**config.mk**
```make
export PLATFORM = sky130hd
export DESIGN_NAME = rv32i_alu
export DESIGN_NICKNAME = d
export VERILOG_FILES = /design/src/rtl/rv32i_alu.sv
export SDC_FILE = /design/constraint.sdc
export NUM_CORES = 1
export LEC_CHECK = 0
export ABC_AREA = 1
export BUFFER_PORTS_ARGS = -buffer_cell sky130_fd_sc_hd__buf_2
export CAP_MARGIN = 20
export CORE_UTILIZATION = 59
export CTS_CLUSTER_DIAMETER = 120
export DETAILED_ROUTE_END_ITERATION = 12
export HOLD_SLACK_MARGIN = 0.12
export PLACE_DENSITY = 0.89
export SYNTH_ARGS = -nofsm -noshare
export SYNTH_HDL_FRONTEND = slang
export SYNTH_SLANG_ARGS = --single-unit
```
**constraint.sdc**
```tcl
create_clock -name clk -period 0.9 [get_ports clk]
set_input_delay 0.18 -clock clk [delete_from_list [all_inputs] [get_ports clk]]
set_output_delay 0.18 -clock clk [all_outputs]
set_load 0.02 [all_outputs]
```
**src/rtl/rv32i_alu.sv**
```systemverilog
// RV32I integer ALU: add/sub, shifts and bitwise logic, one result register stage.
// One-cycle latency, one op per cycle; no backpressure, so each result is shown for exactly one cycle.
module rv32i_alu #(
    parameter int WIDTH = 32
) (
    input  logic             clk,
    input  logic             rst,
    input  logic             valid_i,
    input  logic [2:0]       aluop,
    input  logic [WIDTH-1:0] a,
    input  logic [WIDTH-1:0] b,
    output logic             valid_o,
    output logic [WIDTH-1:0] f,
    output logic             zero_o
);

    localparam int SHW = $clog2(WIDTH);

    typedef enum logic [2:0] {
        OP_ADD = 3'b000,
        OP_SLL = 3'b001,
        OP_SRA = 3'b010,
        OP_SUB = 3'b011,
        OP_XOR = 3'b100,
        OP_SRL = 3'b101,
        OP_OR  = 3'b110,
        OP_AND = 3'b111
    } aluop_t;

    aluop_t           op;
    logic [SHW-1:0]   shamt;
    logic [WIDTH-1:0] res;

    assign op    = aluop_t'(aluop);
    // Only the low bits of b select the shift distance; upper bits are ignored.
    assign shamt = b[SHW-1:0];

    always_comb begin
        res = '0;
        unique case (op)
            OP_ADD: res = a + b;
            OP_SUB: res = a - b;
            OP_SLL: res = a << shamt;
            OP_SRL: res = a >> shamt;
            OP_SRA: res = WIDTH'($signed(a) >>> shamt);
            OP_XOR: res = a ^ b;
            OP_OR:  res = a | b;
            OP_AND: res = a & b;
            default: res = '0;
        endcase
    end

    // Flag is derived from the same combinational result that lands in f.
    always_ff @(posedge clk or negedge rst) begin
        if (!rst) begin
            valid_o <= 1'b0;
            f       <= '0;
            zero_o  <= 1'b0;
        end else begin
            valid_o <= valid_i;
            if (valid_i) begin
                f      <= res;
                zero_o <= (res == '0);
            end
        end
    end

endmodule

```
==> flow_summary.yaml, run 1 <==
run_status:
  run_status: "did not finish"
  tool.error: "[ERROR GRT-0116] Global routing finished with congestion. Check the congestion regions in the DRC Viewer."
  haltStage: "global routing"
die:
  die_w_microns: 131
  start_util_pct: 61.0
  num_rows: 46
  io_pins: 104
  die_h_microns: 131
global_routing:
  grt_max_degree: 60
  grt.total_usage_pct: 96.2
  grt_pass1_vias: 20600
  grt_pass1_wl_microns: 122000
  overflow: 1075
place:
  place_inst: 2391
  dp_hpwl_microns: 39500
  port_buffers: 103
  globalplace.congestion: 1.32
yosys:
  ys.flop_type: "dfrtp_1"
  syn_area_per_cell_sq_um: 5.45
  synth_cell_types: 52
  yosys_warnings: 0
  synth-seq-area-share_pct: 8.68
  synth_seq_cells: 34
  syn-num-nets: 1966
  synthArstFlopShare_pct: 100
  syn_inst: 1798
  synth_edf_count: 0
  syn_area_sq_mm: 0.00980
clock_network:
  numCtsBuffers: 5
  cts_root_buffer: "clkbuf_16"
  cts_buffer_depth: 2
  cts_max_level: 2
  numClockSinks: 34
[stage by stage]
stage	TNS [ns]	instance area [sq um]	setup slack [ns]	util, %
after CTS	-63.35	14800	-2.29	92.3
after detailed placement	-77.78	13200	-3.07	82.3
after floorplan	-55.06	10100	-2.32	-
after global placement	-70.18	13200	-2.76	82.3
[per-layer routing]
metal  global-route usage (%)  overflow
met5                     53.5         3
met2                      120       695
met3                     77.6        59
met4                      113       292
met1                     86.5        26
[repair_timing]
action	CTS
cloned	1
endpoints found under the hold margin	34
setup endpoints to repair	67
gates resized for setup	267
setup buffers	58
hold buffers	1
pin swaps	71
[cells by family after synthesis]
logic type	count (synthesis)	synth area share, %
adder cells (fa/ha/maj)	98	12.6
AND/OR/NAND/NOR	1165	52.0
flip-flops	34	8.68
AO/OA/AOI/OAI	215	12.9
buffers and inverters	253	10.9
XOR/XNOR	33	2.95
[synthesized netlist by cell type (6+ instances only)]
cell type | n | area, sq um
buf_2 | 36 | 180
dfrtp_1 | 34 | 851
o21ai_0 | 72 | 360
nand2_2 | 18 | 113
ha_1 | 97 | 1210
a31oi_1 | 7 | 43.8
inv_2 | 14 | 52.6
nor2_1 | 138 | 518
nand4_1 | 25 | 156
o21bai_1 | 7 | 52.6
nand3b_1 | 10 | 75.1
buf_6 | 6 | 67.6
nand3_1 | 340 | 1700
buf_4 | 7 | 52.6
nor2_2 | 10 | 62.6
o21ai_1 | 13 | 65.1
o211ai_1 | 16 | 120
clkbuf_1 | 21 | 78.8
o2111ai_1 | 6 | 52.6
a21oi_1 | 68 | 340
xor2_1 | 31 | 272
nand2_1 | 588 | 2210
nor3_1 | 17 | 85.1
inv_1 | 162 | 608
==> inputs of run 2 (changes only) <==
Settings changed: CORE_UTILIZATION 59 to 40, CTS_CLUSTER_DIAMETER 120 to not set, HOLD_SLACK_MARGIN 0.12 to not set, PLACE_DENSITY 0.89 to not set, PLACE_DENSITY_LB_ADDON set to 0.15.
==> flow_summary.yaml, run 2 <==
yosys:
  synth-seq-area-share_pct: 8.68
  yosys_warnings: 0
  yosysTopAreaCell: "nand2_1"
  synth_area_leaders: "nand2_1 23%, nand3_1 17%, ha_1 12%"
  synthArstFlopShare_pct: 100
  synth_commonest_cells: "588 x nand2_1, 340 x nand3_1, 162 x inv_1, 138 x nor2_1, 97 x ha_1"
  synth.most_common_cell: "nand2_1"
  syn-num-nets: 1966
  syn_inst: 1798
  synth_seq_cells: 34
  syn_area_sq_mm: 0.00980
  netlist.area_leader.share_pct: 22.5
  syn_area_per_cell_sq_um: 5.45
  synth_cell_types: 52
  ys.flop_type: "dfrtp_1"
  synth_edf_count: 0
place:
  dp_hpwl_microns: 42200
  place_area_sq_mm: 0.0138
  place_inst: 2554
  port_buffers: 103
  pre_cts_ws_ns: -2.98
  globalplace.congestion: 1.07
worst_setup_path:
  cp.required_ns: 1.10
  r2r-end: "f[30]"
  crit_type: "in -> reg"
  critical_path.endpoint: "f[27]"
  critPathLaunchType: "primary input"
  ff2ff_setup_slack_ns: -0.07
  r2r_cells: 3
  crit_arrival_ns: 3.68
  end_kind: "flop"
  startpoint: "b[3]"
  path_max_fanout: 4
  rr_startpoint: "f[30]"
job:
  drv_cap: 0
global_routing:
  overflow: 0
  grt_antenna_before_repair: 0
  grt_max_degree: 62
  grt.total_usage_pct: 40.5
  grt_pass1_wl_microns: 75900
  grt_pass1_vias: 13200
timing:
  slew_headroom_pct: 54.0
  post-route-period-util_pct: 386
  grt_setup_unrepaired: "true"
  setup_viol: 67
  timing.final.crit_period_ns: 3.47
  final_max_slew_viol_count: 0
  whs_ns: 0.272
  setup_ws_ns: -2.57
  skew_ns: 0
  hold_viol_final: 0
  tightestPinTransition_ns: 0.690
  max_freq_mhz: 288
  setup_tns_ns: -68.71
cells_and_area:
  largest_reg_flops: 32
  final_common_cell: "nand2_1"
  area_growth_pct: 68.1
  stdcell_count: 2659
  fin_nets: 2507
  n_fill_cell: 2059
  finalCoreUtilization_pct: 69.4
  top_register: "f"
  n_antenna_cell: 0
  finish.instance_area_sq_mm: 0.0165
  drive_gt1_share_pct: 41.1
  reg.largest.list: "f (32), valid_o (1), zero_o (1)"
  final_cell_mix: "493 x nand2_1, 461 x buf_4, 312 x nand3_1"
detailed_routing:
  post_drt_wl_per_cell_microns: 20.2
  wl_microns: 53600
  ant_nets: 0
  dr.pass1.iters: 6
  route.detailed.drc: 0
  via_per_inst: 5.64
  drt_iter0_drc: 1731
  vias: 15000
clock_network:
  cts.clk_slew.worst_paths_ns: 0.07
  numClockSinks: 34
  numCtsBuffers: 5
  cts_root_buffer: "clkbuf_16"
  tritoncts: "done"
  cts_buffer_depth: 2
  worstSkewPairLatency_ns: 0.28
  cts_max_level: 2
power_and_ir_drop:
  power.leakage_nw: 8.62
  power_density_mw_per_mm2: 1020
  max-vdd-ir-drop_mv: 1.05
  p_total_mw: 16.8
worst_hold_path:
  hp-class: "in -> reg"
  min_path_cells: 2
run_status:
  violations: "negative setup slack"
  run_status: "finished with violations"
die:
  io_pins: 104
  die_area_sq_mm: 0.0251
  start_util_pct: 41.3
  num_rows: 56
  die_w_microns: 159
  core_region_area_sq_mm: 0.0238
  die_h_microns: 159
## run 2: cell counts after synthesis
No cell type changed its count.
## run 2: what timing repair did
action                                 CTS  global route
hold buffers                             1             0
pin swaps                               83           149
gates cloned                             0             0
gates resized for setup                222           229
setup endpoints to repair               67            67
setup buffers                           38            66
endpoints found under the hold margin   34             0
## run 2: cell type report
| class | instances | area (sq um) | share of cell area [%] |
|---|---|---|---|
| multi-input cells | 1511 | 9480 | 57.6 |
| repair buffers | 609 | 4840 | 29.4 |
| flip-flops and latches | 34 | 851 | 5.16 |
| inverters | 178 | 708 | 4.30 |
| well taps | 319 | 399 | 2.42 |
| clock buffers | 5 | 125 | 0.760 |
| clock inverters | 3 | 68.8 | 0.418 |
## run 2: cells by family (layout without fill, tap and decap cells)
logic type | Yosys count | count (layout) | synth area share, %
adder cells (fa/ha/maj) | 98 | 98 | 12.6
XOR/XNOR | 33 | 33 | 2.95
buffers and inverters | 253 | 795 | 10.9
flip-flops | 34 | 34 | 8.68
AND/OR/NAND/NOR | 1165 | 1165 | 52.0
AO/OA/AOI/OAI | 215 | 215 | 12.9
## run 2: critical path, cell delays in order
cell and delay (ns):
buf_6 0.12, nor2_8 0.14, nand4_1 0.15, nor3_2 0.26, nand2_2 0.11, nor2_4 0.14, nand4_1 0.23, nor2_2 0.20
buf_4 0.13, nor2_2 0.04, xor2_1 0.14, ha_2 0.43, nand2_4 0.09, buf_6 0.13, nor2_4 0.10, nand2_2 0.07
nand3b_1 0.19, nand3_1 0.10, nand2_1 0.06, nor2_2 0.16, nor2_2 0.05, buf_4 0.13, buf_4 0.15, o21ai_0 0.17
## run 2: how the worst min path moves through the flow
stage / slack (ns) / startpoint / end
after floorplan: -0.12 / rst / f[0]
after detailed placement: 0.15 / rst / f[9]
after global routing: 0.28 / valid_i / valid_o
after CTS: 0.24 / valid_i / valid_o
after global placement: 0.15 / rst / f[9]
final: 0.27 / valid_i / valid_o
## run 2: report_power, final
group	leakage (nW)	total [mW]	internal (mW)	switching, mW
Sequential	0.422	1.98	1.78	0.202
Clock	0.0940	2.30	1.59	0.704
Combinational	8.10	12.5	5.52	6.96
## run 2: metal layers
metal  wire length, microns  GRT usage [%]  up-vias
li1                       -              -     7032
met1                  22000           54.8     6892
met2                  23000           62.7      904
met3                   5450           6.53      182
met4                   3210           18.2        0
met5                      0              0        -
No activity file was read; power rests on OpenSTA's default activity.
==> inputs of run 3 (changes only) <==
--- a/config.mk
+++ b/config.mk
@@ -11,5 +11,5 @@
 export CORE_UTILIZATION = 40
 export DETAILED_ROUTE_END_ITERATION = 12
-export PLACE_DENSITY_LB_ADDON = 0.15
+export PLACE_DENSITY = 0.66
 export SYNTH_ARGS = -nofsm -noshare
 export SYNTH_HDL_FRONTEND = slang
==> constraint.sdc (replaced) <==
create_clock -name clk -period 0.9 [get_ports clk]
set_input_delay 0.18 -clock clk [delete_from_list [all_inputs] [get_ports clk]]
set_output_delay 0.18 -clock clk [all_outputs]
set_load 0.1 [all_outputs]
==> flow_summary.yaml, run 3 (same netlist as run 2, synthesis figures left out) <==
run_status:
  run_status: "finished with violations"
  violations: "negative setup slack"
detailed_routing:
  wl_microns: 53300
  via_per_inst: 5.63
  post_drt_wl_per_cell_microns: 20.4
  drt_iter0_drc: 1711
  dr.pass1.iters: 6
  route.detailed.drc: 0
  ant_nets: 0
  vias: 14800
clock_network:
  worstSkewPairLatency_ns: 0.27
  numCtsBuffers: 5
  cts_root_buffer: "clkbuf_16"
  cts.clk_slew.worst_paths_ns: 0.06
  tritoncts: "done"
  cts_max_level: 2
  numClockSinks: 34
  cts_buffer_depth: 2
worst_setup_path:
  critPathLaunchType: "primary input"
  path_max_fanout: 4
  cp.required_ns: 1.10
  crit_path_max_incr_delay_ns: 0.32
  ff2ff_setup_slack_ns: -0.07
  crit_type: "in -> reg"
  cpLargestDelayFamily: "simple AND/OR/NAND/NOR gates"
  crit_arrival_ns: 3.65
  critPathBufInv: 6
  end_kind: "flop"
  crit_slowest_cell: "xor2_1"
timing:
  final_max_slew_viol_count: 0
  grt_setup_unrepaired: "true"
  setup_ws_ns: -2.56
  slew_headroom_pct: 52.9
  tightestPinTransition_ns: 0.707
  max_freq_mhz: 289
  setup_tns_ns: -69.54
  hold_viol_final: 0
  timing.final.crit_period_ns: 3.46
  setup_viol: 67
  post-route-period-util_pct: 384
  skew_ns: 0
cells_and_area:
  largest_reg_flops: 32
  area_growth_pct: 66.1
  reg.largest.list: "f (32), valid_o (1), zero_o (1)"
  fin_nets: 2470
  n_fill_cell: 2067
  ff_latch_area_sq_um: 892
  top_register: "f"
  final_cell_mix: "502 x nand2_1, 424 x buf_4, 317 x nand3_1"
  finish.instance_area_sq_mm: 0.0163
  final_common_cell: "nand2_1"
  drive_gt1_share_pct: 40.2
  multi_input_area_sq_mm: 0.00931
power_and_ir_drop:
  power_density_mw_per_mm2: 1090
  max-vdd-ir-drop_mv: 1.20
  p_total_mw: 17.7
  power.leakage_nw: 8.43
global_routing:
  grt_pass1_wl_microns: 78000
  grt.total_usage_pct: 41.9
  grt_pass1_vias: 13400
  grt_antenna_before_repair: 1
  overflow: 0
  grt_max_degree: 62
die:
  die_area_sq_mm: 0.0251
  io_pins: 104
  num_rows: 56
  die_w_microns: 159
  start_util_pct: 41.3
  core_region_area_sq_mm: 0.0238
  die_h_microns: 159
place:
  pre_cts_ws_ns: -3.08
  globalplace.congestion: 1.05
  place_area_sq_mm: 0.0143
  port_buffers: 103
  dp_hpwl_microns: 42800
worst_hold_path:
  hp-class: "in -> reg"
job:
  drv_cap: 0
run 3: changes by cell type in the layout (fill, tap and decap cells not counted), moves of 5 or more:
| cell | before | now |
|---|---|---|
| buf_4 | 461 | 424 |
| buf_6 | 68 | 33 |
| dfrtp_1 | 34 | 1 |
| dfrtp_2 | 0 | 33 |
| buf_12 | 11 | 43 |
| nand2_1 | 493 | 502 |
| nor2_1 | 88 | 95 |
| nor2_2 | 35 | 28 |
| nand2_4 | 27 | 22 |
| nand3_1 | 312 | 317 |
run 3: where the power goes:
group          total (mW)  switching [mW]  internal [mW]  leakage [nW]
logic                13.9            8.25           5.67          7.98
clock network        1.65           0.584           1.07        0.0688
registers            2.10           0.277           1.83         0.383
run 3: timing repair:
action,CTS,global route
gates cloned,1,0
endpoints found under the hold margin,34,0
setup endpoints to repair,67,67
hold buffers,1,0
pin swaps,83,89
setup buffers,42,22
resized for setup,186,139
run 3: through the flow:
step,utilization (%),hold slack (ns),std cells
floorplan,-,-0.116,1798
global placement,60.4,0.148,2554
detailed placement,60.4,0.151,2554
CTS,65.5,0.252,2601
global route,68.5,0.276,2620
finish,68.5,0.282,2621
run 3: worst paths after layout:
kind	from	endpoint	cells after the start
worst max-delay path	b[1]	f[27]	25
worst min-delay path	valid_i	valid_o	2
worst max register to register	f[28]	f[28]	3
worst min register to register	f[3]	f[3]	2
max in group asynchronous	rst	f[26]	3
min in group asynchronous	rst	valid_o	3
run 3: layer usage:
metal | vias to the layer above | wire [microns] | part of all wire, % | track usage [%]
li1 | 6987 | - | - | -
met1 | 6777 | 22200 | 42 | 57.0
met2 | 855 | 22700 | 43 | 63.5
met3 | 143 | 5380 | 10 | 6.26
met4 | 0 | 3070 | 5.7 | 21.7
met5 | - | 0 | 0 | 0
run 3: cell type report:
cell class	instances	share of cell area, %
multi-input cells	1511	57.2
repair buffers	572	29.7
flip-flops and latches	34	5.48
inverters	178	4.29
well taps	319	2.45
clock buffers	6	0.853
diodes	1	0.0154
==> inputs of run 4 (changes only) <==
Settings changed: BUFFER_PORTS_ARGS -buffer_cell sky130_fd_sc_hd__buf_2 to -buffer_cell sky130_fd_sc_hd__buf_4, PLACE_DENSITY 0.66 to 0.68, RECOVER_POWER set to 50.
Clock period 0.9 ns to 3 ns, I/O delays scaled along.
==> flow_summary.yaml, run 4 (same netlist as run 2, synthesis figures left out) <==
run_status:
  run_status: "finished with violations"
  violations: "max-capacitance violations, max-slew violations, negative setup slack"
power_and_ir_drop:
  power_density_mw_per_mm2: 333
  power.leakage_nw: 8.13
  max-vdd-ir-drop_mv: 0.508
worst_setup_path:
  cp.required_ns: 3.22
  crit_slowest_cell: "nor3_4"
  crit_top_cell: "nand2_1"
  crit_arrival_ns: 4.06
  crit_path_max_incr_delay_ns: 0.26
  crit_type: "in -> reg"
  critPathBufInv: 7
  critPathLaunchType: "primary input"
  path_max_fanout: 4
  cpLargestDelayFamily: "simple AND/OR/NAND/NOR gates"
  end_kind: "flop"
place:
  place_area_sq_mm: 0.0136
  port_buffers: 103
  dp_hpwl_microns: 42400
  pre_cts_ws_ns: -1.19
  globalplace.congestion: 1.04
timing:
  whs_ns: 0.484
  timing.final.crit_period_ns: 3.84
  final_max_slew_viol_count: 35
  hold_viol_final: 0
  skew_ns: 0
  setup_tns_ns: -12.63
  tightestPinTransition_ns: 1.73
  post-route-period-util_pct: 128
  grt_setup_unrepaired: "true"
  slew_headroom_pct: -15.4
  setup_viol: 24
  setup_ws_ns: -0.837
  max_freq_mhz: 261
cells_and_area:
  ff_latch_area_sq_um: 851
  finish.instance_area_sq_mm: 0.0153
  fin_nets: 2435
  final_cell_mix: "523 x nand2_1, 495 x buf_4, 322 x nand3_1"
  area_growth_pct: 56.1
  largest_reg_flops: 32
  reg.largest.list: "f (32), valid_o (1), zero_o (1)"
  n_fill_cell: 2257
  multi_input_area_sq_mm: 0.00896
  final_common_cell: "nand2_1"
  top_register: "f"
  drive_gt1_share_pct: 35.6
  n_antenna_cell: 0
worst_hold_path:
  hp-class: "reg -> reg"
die:
  io_pins: 104
  core_region_area_sq_mm: 0.0238
  num_rows: 56
  die_area_sq_mm: 0.0251
  die_h_microns: 159
  start_util_pct: 41.3
  die_w_microns: 159
global_routing:
  overflow: 0
  grt_max_degree: 61
  grt_pass1_wl_microns: 76300
  grt.total_usage_pct: 40.9
  grt_antenna_before_repair: 0
  grt_pass1_vias: 13400
detailed_routing:
  drt_iter0_drc: 1586
  vias: 14600
  wl_microns: 52300
  post_drt_wl_per_cell_microns: 20.2
  via_per_inst: 5.63
  dr.pass1.iters: 5
  route.detailed.drc: 0
  ant_nets: 0
clock_network:
  numCtsBuffers: 5
  numClockSinks: 34
  cts_root_buffer: "clkbuf_16"
  cts.clk_slew.worst_paths_ns: 0.06
  cts_buffer_depth: 2
  tritoncts: "done"
  worstSkewPairLatency_ns: 0.27
  cts_max_level: 2
job:
  drv_cap: 1
==> run 4: cell types whose count changed in the layout (fill, tap and decap cells not counted), moves of 8 or more <==
cell     before  now
buf_2        67    0
ha_4         20   11
nand2_1     502  523
dfrtp_1       1   34
ha_1         75   83
nand2_4      22   14
nand2_2      81   71
buf_4       424  495
o21ai_0      44   52
buf_12       43    3
dfrtp_2      33    0
==> run 4: through the flow <==
stage	power, mW	cells	utilization (%)
6_report	5.08	2587	64.4
5_1_grt	5.33	2587	64.4
4_1_cts	4.79	2565	61.7
3_5_place_dp	3.88	2526	57.4
3_3_place_gp	3.86	2526	57.4
2_1_floorplan	2.42	1798	-
==> run 4: timing repair <==
item	4_1_cts	5_1_grt
setup buffers	31	26
pin swaps	84	87
setup endpoints to repair	26	29
gates resized for setup	146	123
hold buffers	0	0
==> run 4: worst paths after layout <==
check                       from      to  slack [ns]  cells after the start
max                         b[4]  zero_o       -0.84                     30
min reg2reg                f[23]   f[23]        0.48                      2
min                        f[23]   f[23]        0.48                      2
min in group asynchronous    rst    f[4]        0.77                      1
max in group asynchronous    rst   f[23]        1.22                      1
max reg2reg                f[20]   f[20]        2.25                      2
==> run 4: area by class of cell <==
cell class,instances,area share (%)
inverter,178,4.60
clock inverter,3,0.450
sequential,34,5.56
timing repair buffer,537,27.4
multi-input combinational,1511,58.6
clock buffer,5,0.818
tap,319,2.61
==> run 4: tightest hold or removal path, cell delays in order (launching register included) <==
cell	delay, ns
dfrtp_1	0.34
nand2_1	0.05
o21ai_0	0.06
==> run 4: routing by layer <==
layer	routed length [microns]	global-route usage (%)
met3	5380	9.34
met2	22100	61.3
met5	0	0
met1	21700	53.6
met4	3150	22.8
==> run 4: power breakdown <==
group          internal [mW]  switching (mW)  total, mW
Sequential             0.533          0.0485      0.581
Clock                  0.477           0.192      0.668
Combinational           1.44            2.40       3.83
